**src/rtl/vec_cache_write_arbiter_pkg.sv**
```systemverilog
// vec_cache_write_arbiter_pkg: shared vector cache op encodings, lane width and arbiter state type.
package vec_cache_write_arbiter_pkg;
  localparam int VEC_LANE_BITS = 32;
  typedef enum logic [1:0] {
    VEC_DATA_WRITE_DISABLE = 2'd0,
    VEC_DATA_WRITE_VEC     = 2'd1,
    VEC_DATA_WRITE_SCALAR  = 2'd2
  } VecDataWriteOp_t;
  typedef enum logic [1:0] {
    VEC_DATA_READ_DISABLE = 2'd0,
    VEC_DATA_READ_VEC     = 2'd1,
    VEC_DATA_READ_SCALAR  = 2'd2
  } VecDataReadOp_t;
  typedef enum logic {
    VEC_ARB_IDLE  = 1'b0,
    VEC_ARB_BURST = 1'b1
  } VecArbState_t;
  function automatic logic vec_write_op_ok(input VecDataWriteOp_t op);
    return op == VEC_DATA_WRITE_VEC || op == VEC_DATA_WRITE_SCALAR;
  endfunction
endpackage

```
**src/rtl/vec_cache_write_arbiter_rr_picker.sv**
```systemverilog
// vec_rr_picker: combinational first-valid-at-or-after-pointer picker with wrap.
module vec_rr_picker #(
  parameter int NUM_REQ = 2,
  localparam int IW = NUM_REQ > 1 ? $clog2(NUM_REQ) : 1
) (
  input  logic [NUM_REQ-1:0] valid,
  input  logic [IW-1:0]      ptr,
  output logic               found,
  output logic [IW-1:0]      idx
);
  always_comb begin
    found = |valid;
    idx = '0;
    for (int j = NUM_REQ - 1; j >= 0; j--) if (valid[j]) idx = IW'(j);
    // a valid requester at or above the pointer overrides the wrapped one
    for (int j = NUM_REQ - 1; j >= 0; j--) if (valid[j] && j >= int'(ptr)) idx = IW'(j);
  end
endmodule

```
**src/rtl/vec_cache_write_arbiter.sv**
```systemverilog
// vec_cache_write_arbiter: round-robin burst arbiter for the vector cache write port, one register stage.
// Optional VEC_ARB_PRIO0_EN gives requester 0 strict priority whenever the arbiter is idle.
module vec_cache_write_arbiter
  import vec_cache_write_arbiter_pkg::*;
#(
  parameter int NUM_REQ = 2,
  parameter int WIDTH   = 4,
  parameter int DEPTH   = 4,
  parameter int MAX_LEN = 4,
  localparam int IW = NUM_REQ > 1 ? $clog2(NUM_REQ) : 1,
  localparam int AW = DEPTH > 1 ? $clog2(DEPTH) : 1,
  localparam int LW = MAX_LEN > 1 ? $clog2(MAX_LEN) : 1,
  localparam int PW = WIDTH > 1 ? $clog2(WIDTH) : 1
) (
  input  logic                                             clock,
  input  logic                                             reset,
  input  logic [NUM_REQ-1:0]                               req_valid,
  input  VecDataWriteOp_t [NUM_REQ-1:0]                    req_op,
  input  logic [NUM_REQ-1:0][AW-1:0]                       req_addr,
  input  logic [NUM_REQ-1:0][PW-1:0]                       req_param,
  input  logic [NUM_REQ-1:0][LW-1:0]                       req_len,
  input  logic [NUM_REQ-1:0][WIDTH-1:0][VEC_LANE_BITS-1:0] req_data,
  output logic [NUM_REQ-1:0]                               req_ready,
  output VecDataWriteOp_t                                  write_op,
  output logic [AW-1:0]                                    write_addr,
  output logic [PW-1:0]                                    write_param,
  output logic [WIDTH-1:0][VEC_LANE_BITS-1:0]              data_in,
  output logic [IW-1:0]                                    grant_id,
  output logic                                             busy
);
  VecArbState_t state_q, state_d;
  VecDataWriteOp_t write_op_q, write_op_d, op;
  logic [IW-1:0] owner_q, owner_d, rr_ptr_q, rr_ptr_d, grant_id_q, grant_id_d;
  logic [IW-1:0] pick_id, win_id, sel;
  logic [LW-1:0] beats_left_q, beats_left_d;
  logic [AW-1:0] next_addr_q, next_addr_d, write_addr_q, write_addr_d, addr;
  logic [PW-1:0] write_param_q, write_param_d;
  logic [WIDTH-1:0][VEC_LANE_BITS-1:0] data_in_q, data_in_d;
  logic pick_found, win_found, accept, adv;

  function automatic logic [AW-1:0] addr_inc(input logic [AW-1:0] a);
    return (a == AW'(DEPTH - 1)) ? '0 : a + 1'b1;
  endfunction

  function automatic logic [IW-1:0] req_inc(input logic [IW-1:0] r);
    return (r == IW'(NUM_REQ - 1)) ? '0 : r + 1'b1;
  endfunction

  vec_rr_picker #(.NUM_REQ(NUM_REQ)) u_pick (
    .valid(req_valid),
    .ptr  (rr_ptr_q),
    .found(pick_found),
    .idx  (pick_id)
  );

`ifdef VEC_ARB_PRIO0_EN
  assign win_found = req_valid[0] | pick_found;
  assign win_id    = req_valid[0] ? '0 : pick_id;
  assign adv       = sel != '0;
`else
  assign win_found = pick_found;
  assign win_id    = pick_id;
  assign adv       = 1'b1;
`endif

  assign sel    = (state_q == VEC_ARB_BURST) ? owner_q : win_id;
  assign accept = (state_q == VEC_ARB_BURST) ? req_valid[sel] : win_found;
  assign addr   = (state_q == VEC_ARB_BURST) ? next_addr_q : req_addr[sel];
  assign op     = req_op[sel];

  always_comb begin
    state_d = state_q;
    owner_d = owner_q;
    beats_left_d = beats_left_q;
    next_addr_d = next_addr_q;
    rr_ptr_d = rr_ptr_q;
    grant_id_d = grant_id_q;
    write_op_d = VEC_DATA_WRITE_DISABLE;
    write_addr_d = write_addr_q;
    write_param_d = write_param_q;
    data_in_d = data_in_q;
    req_ready = '0;
    req_ready[sel] = accept;
    if (accept) begin
      grant_id_d = sel;
      next_addr_d = addr_inc(addr);
      // unsupported ops still consume their beat but leave the cache inputs untouched
      if (vec_write_op_ok(op)) begin
        write_op_d = op;
        write_addr_d = addr;
        write_param_d = req_param[sel];
        data_in_d = req_data[sel];
      end
      if (state_q == VEC_ARB_IDLE && req_len[sel] != '0) begin
        state_d = VEC_ARB_BURST;
        owner_d = sel;
        beats_left_d = req_len[sel];
      end else if (state_q == VEC_ARB_IDLE || beats_left_q == LW'(1)) begin
        state_d = VEC_ARB_IDLE;
        rr_ptr_d = adv ? req_inc(sel) : rr_ptr_q;
      end else begin
        beats_left_d = beats_left_q - 1'b1;
      end
    end
  end

  always_ff @(posedge clock or posedge reset) begin
    if (reset) begin
      state_q <= VEC_ARB_IDLE;
      owner_q <= '0;
      beats_left_q <= '0;
      next_addr_q <= '0;
      rr_ptr_q <= '0;
      grant_id_q <= '0;
      write_op_q <= VEC_DATA_WRITE_DISABLE;
      write_addr_q <= '0;
      write_param_q <= '0;
      data_in_q <= '0;
    end else begin
      state_q <= state_d;
      owner_q <= owner_d;
      beats_left_q <= beats_left_d;
      next_addr_q <= next_addr_d;
      rr_ptr_q <= rr_ptr_d;
      grant_id_q <= grant_id_d;
      write_op_q <= write_op_d;
      write_addr_q <= write_addr_d;
      write_param_q <= write_param_d;
      data_in_q <= data_in_d;
    end
  end

  assign write_op    = write_op_q;
  assign write_addr  = write_addr_q;
  assign write_param = write_param_q;
  assign data_in     = data_in_q;
  assign grant_id    = grant_id_q;
  assign busy        = state_q == VEC_ARB_BURST;
endmodule

```
**config.mk**
```make
export PLATFORM = sky130hd
export DESIGN_NAME = vec_cache_write_arbiter
export DESIGN_NICKNAME = d
export VERILOG_FILES = /design/src/rtl/vec_cache_write_arbiter_pkg.sv /design/src/rtl/vec_cache_write_arbiter_rr_picker.sv /design/src/rtl/vec_cache_write_arbiter.sv
export SDC_FILE = /design/constraint.sdc
export NUM_CORES = 1
export LEC_CHECK = 0
export ABC_AREA = 1
export BUFFER_PORTS_ARGS = -buffer_cell sky130_fd_sc_hd__buf_2
export CAP_MARGIN = 20
export CORE_AREA = 2 2 159 161
export DETAILED_ROUTE_END_ITERATION = 6
export DIE_AREA = 0 0 161 163
export SETUP_SLACK_MARGIN = 0.1
export SYNTH_ARGS = -nofsm -noshare
export SYNTH_HDL_FRONTEND = slang
export SYNTH_SLANG_ARGS = --single-unit
```
**constraint.sdc**
```tcl
create_clock -name clock -period 10.6 [get_ports clock]
set_input_delay 0.53 -clock clock [delete_from_list [all_inputs] [get_ports clock]]
set_output_delay 0.53 -clock clock [all_outputs]
set_load 0.03 [all_outputs]
```
Word-level counts from Yosys, hierarchy flattened
Cells that the tools add are included.
- bits in registers: 142
- bits in latches: 0
- bits in writable memories: 0
- ROM bits: 0
- memories: 0
- add/sub/neg operators: 3
- $mul: 0
- divide/modulo/power cells: 0
- magnitude comparators: 3
- equal/unequal tests: 5
- shift-type cells: 0
- mux-type cells: 27
- bitwise operators: 3
- reductions and logical operators: 13
- operator list (operator ; count):
    $mux W128 ; 2
    $mux W2 ; 14
    $mux W1 ; 10
    $reduce_and A2 Y1 ; 4
    $eq A2 B1 Y1 const B ; 2
    $eq A2 B2 Y1 const B ; 2
    $reduce_bool A2 Y1 ; 2
    $logic_and A1 B1 Y1 ; 3
    $reduce_and A3 Y1 ; 1
    $add A2 B1 Y2 const B ; 1
    $and A2 B2 Y2 ; 1
    $logic_or A1 B1 Y1 ; 2
    $lt A1 B2 Y1 const B ; 1
    $ne A2 B2 Y1 const B ; 1
    $not A1 Y1 ; 2
    $reduce_or A2 Y1 ; 1
    $sub A2 B1 Y2 const B ; 1
    $add A1 B1 Y1 const B ; 1
    $demux W1 S1 ; 1
    $ge A1 B1 Y1 const A ; 1
    $ge A1 B1 Y1 const B ; 1

Longest topological paths before layout
Gate-level depths: netlist (run 1).
- depth after elaboration: 10
- depth in mapped cells: 15
- mapped depth without buffers: 13

Hierarchy
A second synthesis (run 1) with hierarchy kept.
- cells, all modules: 685
- area total of the unflattened synthesis: 6746.5 um2
- by module, submodules not included (module ; instances ; cells each ; area each (um2) ; seq. area each (um2)):
    vec_cache_write_arbiter ; 1 ; 681 ; 6727.7 ; 3553.4
    vec_rr_picker ; 1 ; 4 ; 18.8 ; 0.0

Worst setup path before layout (run 1)
No wires, ideal clock.
- path type: reg-to-reg
- from: register state_q (netlist: busy)
- to: register data_in_q (netlist bit data_in[100])
- library setup time: 0.124 ns
- data arrival time: 2.247 ns
- required time: 10.476 ns
- path slack: 8.229 ns
- cell stages (with the launch flop): 14
- buffers on the path: 2
- period minus slack after synthesis: 2.371 ns
- cell sequence: dfrtp_1 -> nor2_1 -> nand2_1 -> nand2_1 -> inv_2 -> or2_2 -> o21ai_0 -> ha_1 -> inv_1 -> nand2_2 -> buf_4 -> buf_4 -> a21oi_1 -> a21oi_1
- longest elaborated chain between the ends: 6
- elaborated cells on any way between the ends: 12
- classes of those cells: 2 x eq/ne; 8 x mux; 2 x reduce/logical
- RTL lines (element ; RTL line ; RTL):
    start: declaration ; vec_cache_write_arbiter.sv:31 ; VecArbState_t state_q, state_d;
    start signal: assignment ; vec_cache_write_arbiter.sv:120 ; state_q <= state_d;
    $mux W1 ; vec_cache_write_arbiter.sv:66 ; assign sel = (state_q == VEC_ARB_BURST) ? owner_q : win_id;
    $mux W2 (not written as such) (2 in series) ; vec_cache_write_arbiter.sv:69 ; assign op = req_op[sel];
    $eq A2 B1 Y1 or $eq A2 B2 Y1 (tied branches) ; vec_cache_write_arbiter_pkg.sv:19 ; return op == VEC_DATA_WRITE_VEC || op == VEC_DATA_WRITE_SCALAR;
    $logic_or A1 B1 Y1 ; vec_cache_write_arbiter_pkg.sv:19 ;
    $reduce_and A2 Y1 (no line) ; - ;
    end signal: assignment ; vec_cache_write_arbiter.sv:129 ; data_in_q <= data_in_d;
    end: declaration ; vec_cache_write_arbiter.sv:38 ; logic [WIDTH-1:0][VEC_LANE_BITS-1:0] data_in_q, data_in_d;
Several ways; a longest one is shown, not always the timed one. The select of a mux whose other input is x is not followed.
A chain may end at the register's enable or synchronous reset.

Worst setup path in the final report (run 1)
- from: register state_q (netlist: busy)
- to: register data_in_q (netlist bit data_in[51])
The elaborated chain is that of the path after synthesis.

==> flow_summary.yaml, run 1 <==
status:
  status: "finished, final reports clean"
synth:
  avgSynthCellArea_um2: 8.021
  yosysUniqueCellTypes: 20
  ys_seq_area_frac: 0.5410
  synthCells: 819
  yosys_warnings: 0
  synthesis.nets: 1098
  synth_area_um2: 6569
  ys_ff_latch: 142
placed_design:
  hpwl_um: 16580
  gp_congestion: 0.7875
  io_buffer_count: 413
global_routing:
  use_met2: 0.3106
  overflow: 0
  grt.busiest_layer: "met2"
  grt_max_degree: 81
  grt_usage: 0.1754
  grt_pass1_vias: 7044
  grt_antenna_before_repair: 1
  met1_usage: 0.2087
  use_met3: 0.05322
  grt_pass1_wl_um: 36510
worst_setup_path:
  cp-start-kind: "flop"
  reg2reg_slack_ps: 5490
  end_kind: "flop"
  cpMaxStageDelayCell: "buf_4"
  crit_type: "flop to flop"
  worstPathMaxFanout: 80
  worstReg2RegEnd: "data_in[51]"
  cp.buffers_inverters: 4
  cp_data_required_time_ps: 10930
  r2r_cells: 12
  cp_slowest_stage_delay_ps: 750
  worstReg2RegStart: "busy"
  path_delay_family: "buffers and inverters"
  worstPathCellList: "nor2_1, nand2_1, nand2_4, buf_4, o21ai_0, ha_1, inv_1, nand2_4, inv_4, buf_4, nor2_1, a21oi_1"
  arrival_ps: 5440
sta:
  hold_viol: 0
  slew_headroom: 0.3763
  rsz0062_at_grt: "no"
  hold_ws_ps: 232.0
  worst_pin_slew_ps: 935.6
  period_needed_ps: 5107
  tns_ps: 0
  fin_crit_sh: 0.4818
  setup_violations: 0
  max_freq_mhz: 195.8
  slew_viol_final: 0
  fin_skew_ps: 13.57
pwr:
  clkPwrFrac: 0.174
  p_per_area_nw_per_um2: 378.8
  power_switching_mw: 1.810
  seqPwrFrac: 0.274
  intPower_mw: 1.755
  p_sw_frac: 0.5078
  pwr-share-comb: 0.552
  leakagePower_nw: 4.884
  ir_drop_mv: 0.1911
route:
  antenna_left: 0
  vias: 7175
  dr.pass1.iters: 4
  drt_iter0_markers: 368
  drc: 0
  vias_per_cell: 4.656
  totalWireLength_um: 23610
  wl_per_cell_um: 15.32
floorplanning:
  start_util: 0.2662
  die_area_um2: 26240
  core-area_um2: 24670
  fp.dieW_um: 161
  rows: 58
  die_y_um: 163
  io_pins: 414
clock_tree:
  htreeDepth: 4
  cts_max_path_buffers: 2
  clkTransAtPathRegs_ps: 70
  cts_buffers: 17
  ctsResizeCount: 0
  post-cts-setup-buffers: 0
  cts_sinks: 142
  holdBufCountCts: 0
  cts_tree: "yes"
  root_buffer: "clkbuf_16"
  clk_latency_ps: 410
final_layout:
  drive_gt1_frac: 0.3769
  final_common_cell: "buf_2"
  syn2layout_area_growth_pct: 43.28
  final_cell_mix: "buf_2 (413), a21oi_1 (260), nand2_1 (168), dfrtp_1 (142), nor2_1 (138)"
  nNetsFinal: 1477
min_path:
  hold_class: "input pin to asynchronous set/reset pin"
flow_run:
  max_cap_viol_count: 0
## layout make-up
cell class                      count  area, µm²
Antenna cell                        1      2.502
Clock buffer                       19      432.9
Clock inverter                     12      162.7
Fill cell                        2634      15260
Inverter                           23      96.34
Multi-Input combinational cell    596       2646
Sequential cell                   142       3553
Tap cell                          330      412.9
Timing Repair Buffer              418       2105
## stage by stage
stage	std cells	instance area [µm²]	total power [mW]	setup WS, ps	util
after floorplan	819	6569	2.406	6260	-
after global placement	1509	8813	2.947	5396	0.3572
after detailed placement	1509	8813	2.979	5336	0.3572
after CTS	1540	9409	3.617	5492	0.3813
after global routing	1540	9409	3.857	5032	0.3813
final	1541	9412	3.565	5493	0.3814
## flip-flops by register name, indices dropped and copies added, names as in the netlist
signal	cells
write_op	2
next_addr_q	2
write_param	2
rr_ptr_q	1
beats_left_q	2
data_in	128
owner_q	1
grant_id	1
busy	1
write_addr	2
## cells by family after synthesis
| group | synth area share |
|---|---|
| AO/OA/AOI/OAI | 0.2067 |
| flip-flops | 0.5410 |
| AND/OR/NAND/NOR | 0.1886 |
| buffers and inverters | 0.05810 |
| adder cells (fa/ha/maj) | 0.005715 |
## worst reg2reg max path, delay by kind of cell (launching register included)
kind                       cells  cell delay [ps]
buffers and inverters          4             2250
and+or+nand+nor                5             1470
AOI/OAI and AO/OA              2              530
DFF                            1              470
adders and majority gates      1              320
## power groups by stage
stage / clock network, mW / logic, mW / registers [mW]
final: 0.622 / 1.97 / 0.976
after global routing: 0.668 / 2.18 / 1.01
after CTS: 0.644 / 2.00 / 0.976
after detailed placement: 0 / 2.00 / 0.978
after global placement: 0 / 1.96 / 0.983
after floorplan: 0 / 0.919 / 1.49
## cells in the mapped netlist
cell type | number | area share
a21oi_1 | 260 | 0.20
buf_1 | 2 | 0.0011
buf_2 | 23 | 0.018
buf_4 | 11 | 0.013
buf_6 | 1 | 0.0017
clkbuf_1 | 21 | 0.012
dfrtp_1 | 142 | 0.54
ha_1 | 3 | 0.0057
inv_1 | 20 | 0.011
inv_2 | 3 | 0.0017
nand2_1 | 169 | 0.097
nand2_2 | 1 | 0.00095
nand3_1 | 11 | 0.0084
nand4_1 | 2 | 0.0019
nor2_1 | 138 | 0.079
o21a_1 | 1 | 0.0011
o21ai_0 | 7 | 0.0053
o21ai_1 | 1 | 0.00076
o21ai_2 | 1 | 0.0013
or2_2 | 2 | 0.0019
## metal layers
metal / part of all wire / routed length, µm
met1: 0.41 / 9612
met2: 0.50 / 11820
met3: 0.084 / 1984
met4: 0.0082 / 193
met5: 0 / 0
## worst max-delay path by stage
stage                       from              end  slack [ps]  cells past startpoint
finish                      busy      data_in[51]        5490                     12
global placement    req_valid[1]      data_in[42]        5400                     14
CTS                         busy      data_in[46]        5490                     12
detailed placement  req_valid[1]      data_in[46]        5340                     14
global route                busy      data_in[46]        5030                     12
floorplan                  reset  beats_left_q[0]        6260                      1
Note: power is estimated with default switching activity, not from simulation.
==> inputs of run 2 (changes only) <==
--- a/config.mk
+++ b/config.mk
@@ -8,9 +8,9 @@
 export ABC_AREA = 1
 export BUFFER_PORTS_ARGS = -buffer_cell sky130_fd_sc_hd__buf_2
 export CAP_MARGIN = 20
-export CORE_AREA = 2 2 159 161
+export CORE_AREA = 2 2 160 162
 export DETAILED_ROUTE_END_ITERATION = 6
-export DIE_AREA = 0 0 161 163
+export DIE_AREA = 0 0 162 164
 export SETUP_SLACK_MARGIN = 0.1
 export SYNTH_ARGS = -nofsm -noshare
 export SYNTH_HDL_FRONTEND = slang
==> constraint.sdc (replaced) <==
create_clock -name clock -period 5.2 [get_ports clock]
set_input_delay 0.26 -clock clock [delete_from_list [all_inputs] [get_ports clock]]
set_output_delay 0.26 -clock clock [all_outputs]
set_load 0.03 [all_outputs]
==> flow_summary.yaml, run 2 (synthesis results as in run 1) <==
final_layout:
  final_cell_mix: "buf_2 (413), a21oi_1 (260), nand2_1 (168), dfrtp_1 (142), nor2_1 (138)"
  n_fill_cell: 2638
  drive_gt1_frac: 0.3789
  largest_reg_flops: 128
  postLayoutCellArea_um2: 9457
  syn2layout_area_growth_pct: 43.96
  nNetsFinal: 1481
  final_common_cell: "buf_2"
  final_util: 0.3810
  layout.cells.non_filler: 1546
sta:
  tns_ps: 0
  hold_viol: 18
  fin_crit_sh: 0.6527
  slew_headroom: 0.3970
  slew_viol_final: 0
  period_needed_ps: 3394
  rsz0062_at_grt: "no"
  setup_violations: 0
  final.setup.worst_slack_ps: 1806
  max_freq_mhz: 294.6
  hold_ws_ps: -29.38
  fin_skew_ps: 10.84
  worst_pin_slew_ps: 904.5
global_routing:
  grt_antenna_before_repair: 4
  grt_max_degree: 84
  grt_pass1_vias: 7164
  grt_pass1_wl_um: 36340
  grt_usage: 0.1743
  overflow: 0
worst_setup_path:
  worstPathMaxFanout: 69
  worstReg2RegEnd: "data_in[51]"
  cp_slowest_stage_delay_ps: 570
  crit_start: "busy"
  cp.buffers_inverters: 4
  arrival_ps: 3720
  worstReg2RegStart: "busy"
  cp_data_required_time_ps: 5530
  crit_type: "flop to flop"
  worstPathCellList: "nor2_1, nand2_1, nand2_4, buf_4, o21ai_0, ha_1, inv_1, nand2_4, inv_4, buf_12, nor2_1, a21oi_1"
  cp-start-kind: "flop"
  end_kind: "flop"
  r2r_cells: 12
  cpMaxStageDelayCell: "buf_4"
  reg2reg_slack_ps: 1810
  path_delay_family: "buffers and inverters"
clock_tree:
  clk_latency_ps: 410
  cts_tree: "yes"
  cts_sinks: 142
  root_buffer: "clkbuf_16"
  post-cts-setup-buffers: 0
  cts_buffers: 17
  htreeDepth: 4
  cts_max_path_buffers: 2
  clkTransAtPathRegs_ps: 70
  ctsResizeCount: 0
  holdBufCountCts: 0
placed_design:
  dp_slack_ps: 1757
  gp_congestion: 0.8129
  postPlaceCellArea_um2: 8881
  dpl.cell_count: 1513
  hpwl_um: 17030
  io_buffer_count: 413
floorplanning:
  die_area_um2: 26570
  die_y_um: 164
  io_pins: 414
  fp.dieW_um: 162
  rows: 58
  core-area_um2: 24820
  start_util: 0.2647
min_path:
  hold_class: "input pin to asynchronous set/reset pin"
route:
  drt_iter0_markers: 450
  drc: 0
  wl_per_cell_um: 15.56
  antenna_left: 0
  vias_per_cell: 4.630
  dr.pass1.iters: 5
  vias: 7158
  totalWireLength_um: 24060
pwr:
  intPower_mw: 3.576
  leakagePower_nw: 4.906
  p_sw_frac: 0.5081
  pwr-share-comb: 0.559
  ir_drop_mv: 0.2889
  p_total_mw: 7.270
  clkPwrFrac: 0.166
  p_per_area_nw_per_um2: 768.8
  power_switching_mw: 3.694
  seqPwrFrac: 0.275
status:
  status: "finished with violations"
  violations: "hold timing"
flow_run:
  max_cap_viol_count: 0
-- run 2: changes by cell type in the layout (fill, tap and decap cells not counted) --
cell / change
bufinv_16: -1
clkinv_2: +1
diode_2: +1
buf_4: +1
buf_12: +3
-- run 2: layout make-up --
| cell class | count | area, µm² | area share |
|---|---|---|---|
| sequential | 142 | 3553 | 0.3758 |
| clock buffer | 19 | 432.9 | 0.04578 |
| inverter | 23 | 96.34 | 0.01019 |
| antenna | 2 | 5.005 | 0.0005292 |
| clock inverter | 12 | 137.6 | 0.01455 |
| tap | 330 | 412.9 | 0.04366 |
| multi-input combinational | 596 | 2646 | 0.2798 |
| timing repair buffer | 422 | 2172 | 0.2297 |
-- run 2: worst reg2reg max path: stages, from the launching register on --
cell and delay, ps:
dfrtp_1 450, nor2_1 160, nand2_1 140, nand2_4 100, buf_4 570, o21ai_0 240
ha_1 340, inv_1 90, nand2_4 240, inv_4 430, buf_12 310, nor2_1 120
a21oi_1 130
-- run 2: how the worst max path moves through the flow --
stage	to	slack [ps]	depth (start not counted)
floorplan	beats_left_q[0]	1130	1
global placement	data_in[62]	1890	12
detailed placement	data_in[44]	1760	12
CTS	data_in[44]	1760	12
global route	data_in[6]	1480	12
finish	data_in[51]	1810	12
-- run 2: power groups by stage --
stage	logic (mW)	clock network, mW	registers [mW]
after floorplan	1.87	0	3.03
after global routing	4.48	1.30	2.07
after detailed placement	4.11	0	2.01
final	4.06	1.21	2.00
after CTS	4.10	1.26	2.00
after global placement	4.04	0	2.01
-- run 2: routing by layer --
layer | GRT usage | vias to the layer above | part of all wire
met5 | 0 | - | 0.00058
met4 | 0.05591 | 4 | 0.018
met3 | 0.05480 | 26 | 0.080
met2 | 0.3174 | 284 | 0.50
met1 | 0.1935 | 3386 | 0.40
li1 | - | 3458 | -
==> inputs of run 3 (changes only) <==
==> constraint.sdc (replaced) <==
create_clock -name clock -period 3.15 [get_ports clock]
set_input_delay 0.1575 -clock clock [delete_from_list [all_inputs] [get_ports clock]]
set_output_delay 0.1575 -clock clock [all_outputs]
set_load 0.03 [all_outputs]
==> flow_summary.yaml, run 3 (synthesis results as in run 1) <==
final_layout:
  multi_input_area_um2: 2651
  final_cell_mix: "buf_2 (413), a21oi_1 (260), nand2_1 (167), dlygate4sd3_1 (166), dfrtp_1 (141)"
  final_common_cell: "buf_2"
  ff_latch_area_um2: 3555
  drive_gt1_frac: 0.3384
  n_fill_cell: 2446
  largest_reg_flops: 128
  nNetsFinal: 1652
  postLayoutCellArea_um2: 11270
  syn2layout_area_growth_pct: 71.50
sta:
  slew_viol_final: 0
  worst_pin_slew_ps: 822.7
  rsz0062_at_grt: "no"
  slew_headroom: 0.4515
  max_freq_mhz: 350.1
  setup_violations: 0
  fin_skew_ps: 15.96
  tns_ps: 0
  period_needed_ps: 2856
  fin_crit_sh: 0.9067
  hold_viol: 0
worst_setup_path:
  reg2reg_slack_ps: 290
  worstPathMaxFanout: 60
  r2r_cells: 13
  worstPathCellList: "nor2_2, nand2_2, nand2_4, inv_4, or2_2, o21ai_1, ha_1, inv_1, nand2_4, buf_12, a21oi_1, a21oi_1, dlygate4sd3_1"
  endpoint: "data_in[74]"
  arrival_ps: 3140
  cp_data_required_time_ps: 3440
  worstReg2RegStart: "busy"
  crit_start: "busy"
  cp_slowest_stage_delay_ps: 570
  cpMaxStageDelayCell: "dlygate4sd3_1"
  crit_type: "flop to flop"
  cp-start-kind: "flop"
  worstReg2RegEnd: "data_in[74]"
  end_kind: "flop"
flow_run:
  max_cap_viol_count: 0
global_routing:
  grt_usage: 0.1870
  overflow: 0
  grt_pass1_vias: 8025
  grt_max_degree: 131
  grt_pass1_wl_um: 39950
  grt_antenna_before_repair: 1
route:
  drt_iter0_markers: 410
  drc: 0
  vias_per_cell: 4.636
  totalWireLength_um: 26640
  dr.pass1.iters: 5
  vias: 7960
  wl_per_cell_um: 15.52
  antenna_left: 0
status:
  status: "finished, final reports clean"
floorplanning:
  io_pins: 414
  fp.dieW_um: 162
  core-area_um2: 24820
  start_util: 0.2647
  rows: 58
  die_y_um: 164
  die_area_um2: 26570
placed_design:
  postPlaceCellArea_um2: 8887
  io_buffer_count: 413
  gp_congestion: 0.7793
  hpwl_um: 15950
clock_tree:
  clkTransAtPathRegs_ps: 70
  root_buffer: "clkbuf_16"
  cts_buffers: 17
  cts_tree: "yes"
  cts_sinks: 142
  htreeDepth: 4
  cts_max_path_buffers: 2
  clk_latency_ps: 420
min_path:
  hold_class: "input pin to flop"
  min_from: "req_data[159]"
pwr:
  leakagePower_nw: 5.667
  p_per_area_nw_per_um2: 1127
  p_total_mw: 12.70
  ir_drop_mv: 0.6636
==> run 3: changes by cell type in the layout (fill, tap and decap cells not counted), sizes merged <==
| cell | change |
|---|---|
| diode | -1 |
| clkinv | +3 |
| buf | +2 |
| dlygate4sd3 | +166 |
| clkinvlp | -2 |
| clkbuf | +3 |
==> run 3: worst min path at each step <==
stage | cells past startpoint | endpoint
2_1_floorplan | 2 | data_in[16]
3_3_place_gp | 2 | next_addr_q[0]
3_5_place_dp | 2 | write_addr[0]
4_1_cts | 3 | data_in[83]
5_1_grt | 3 | data_in[76]
6_report | 3 | data_in[31]
==> run 3: critical path: cells and delay by family, from the launching register on <==
kind / cells / cell delay [ps]
buf+inv: 4 / 910
simple gates: 5 / 710
flops: 1 / 450
compound gates: 3 / 350
fa+ha+maj: 1 / 250
==> run 3: area by class of cell <==
class	instances	share of cell area
Antenna cell	1	0.0002221
Tap cell	330	0.03665
Clock inverter	13	0.01377
Timing Repair Buffer	593	0.3507
Multi-Input combinational cell	596	0.2353
Inverter	23	0.009329
Sequential cell	142	0.3155
Clock buffer	19	0.03843
==> run 3: per-layer routing <==
layer | vias to the layer above | global-route usage | wire [µm]
li1 | 3807 | - | -
met1 | 3680 | 0.2216 | 10600
met2 | 426 | 0.3265 | 13150
met3 | 47 | 0.05051 | 2252
met4 | 0 | 0.06677 | 649
met5 | - | 0 | 0
==> run 3: through the flow <==
stage | hold WS (ps) | std cells | utilization | setup slack, ps
floorplan | 297.7 | 819 | - | 779.0
global placement | 163.9 | 1514 | 0.3581 | 578.3
detailed placement | 167.8 | 1514 | 0.3581 | 516.8
CTS | 0.09584 | 1712 | 0.4487 | 125.7
global route | 6.270 | 1717 | 0.4539 | 108.0
finish | 12.73 | 1717 | 0.4539 | 293.8
==> run 3: power by group <==
group | internal [mW] | switching, mW | total (mW)
Sequential | 2.79 | 0.494 | 3.28
Combinational | 2.36 | 5.00 | 7.36
Clock | 1.19 | 0.867 | 2.06
==> run 3: repair_timing <==
item                       CTS  global route
hold buffers               166             0
setup endpoints to repair    0            10
gates resized for setup      0            13
setup buffers                0             1
hold endpoints to repair   137             0
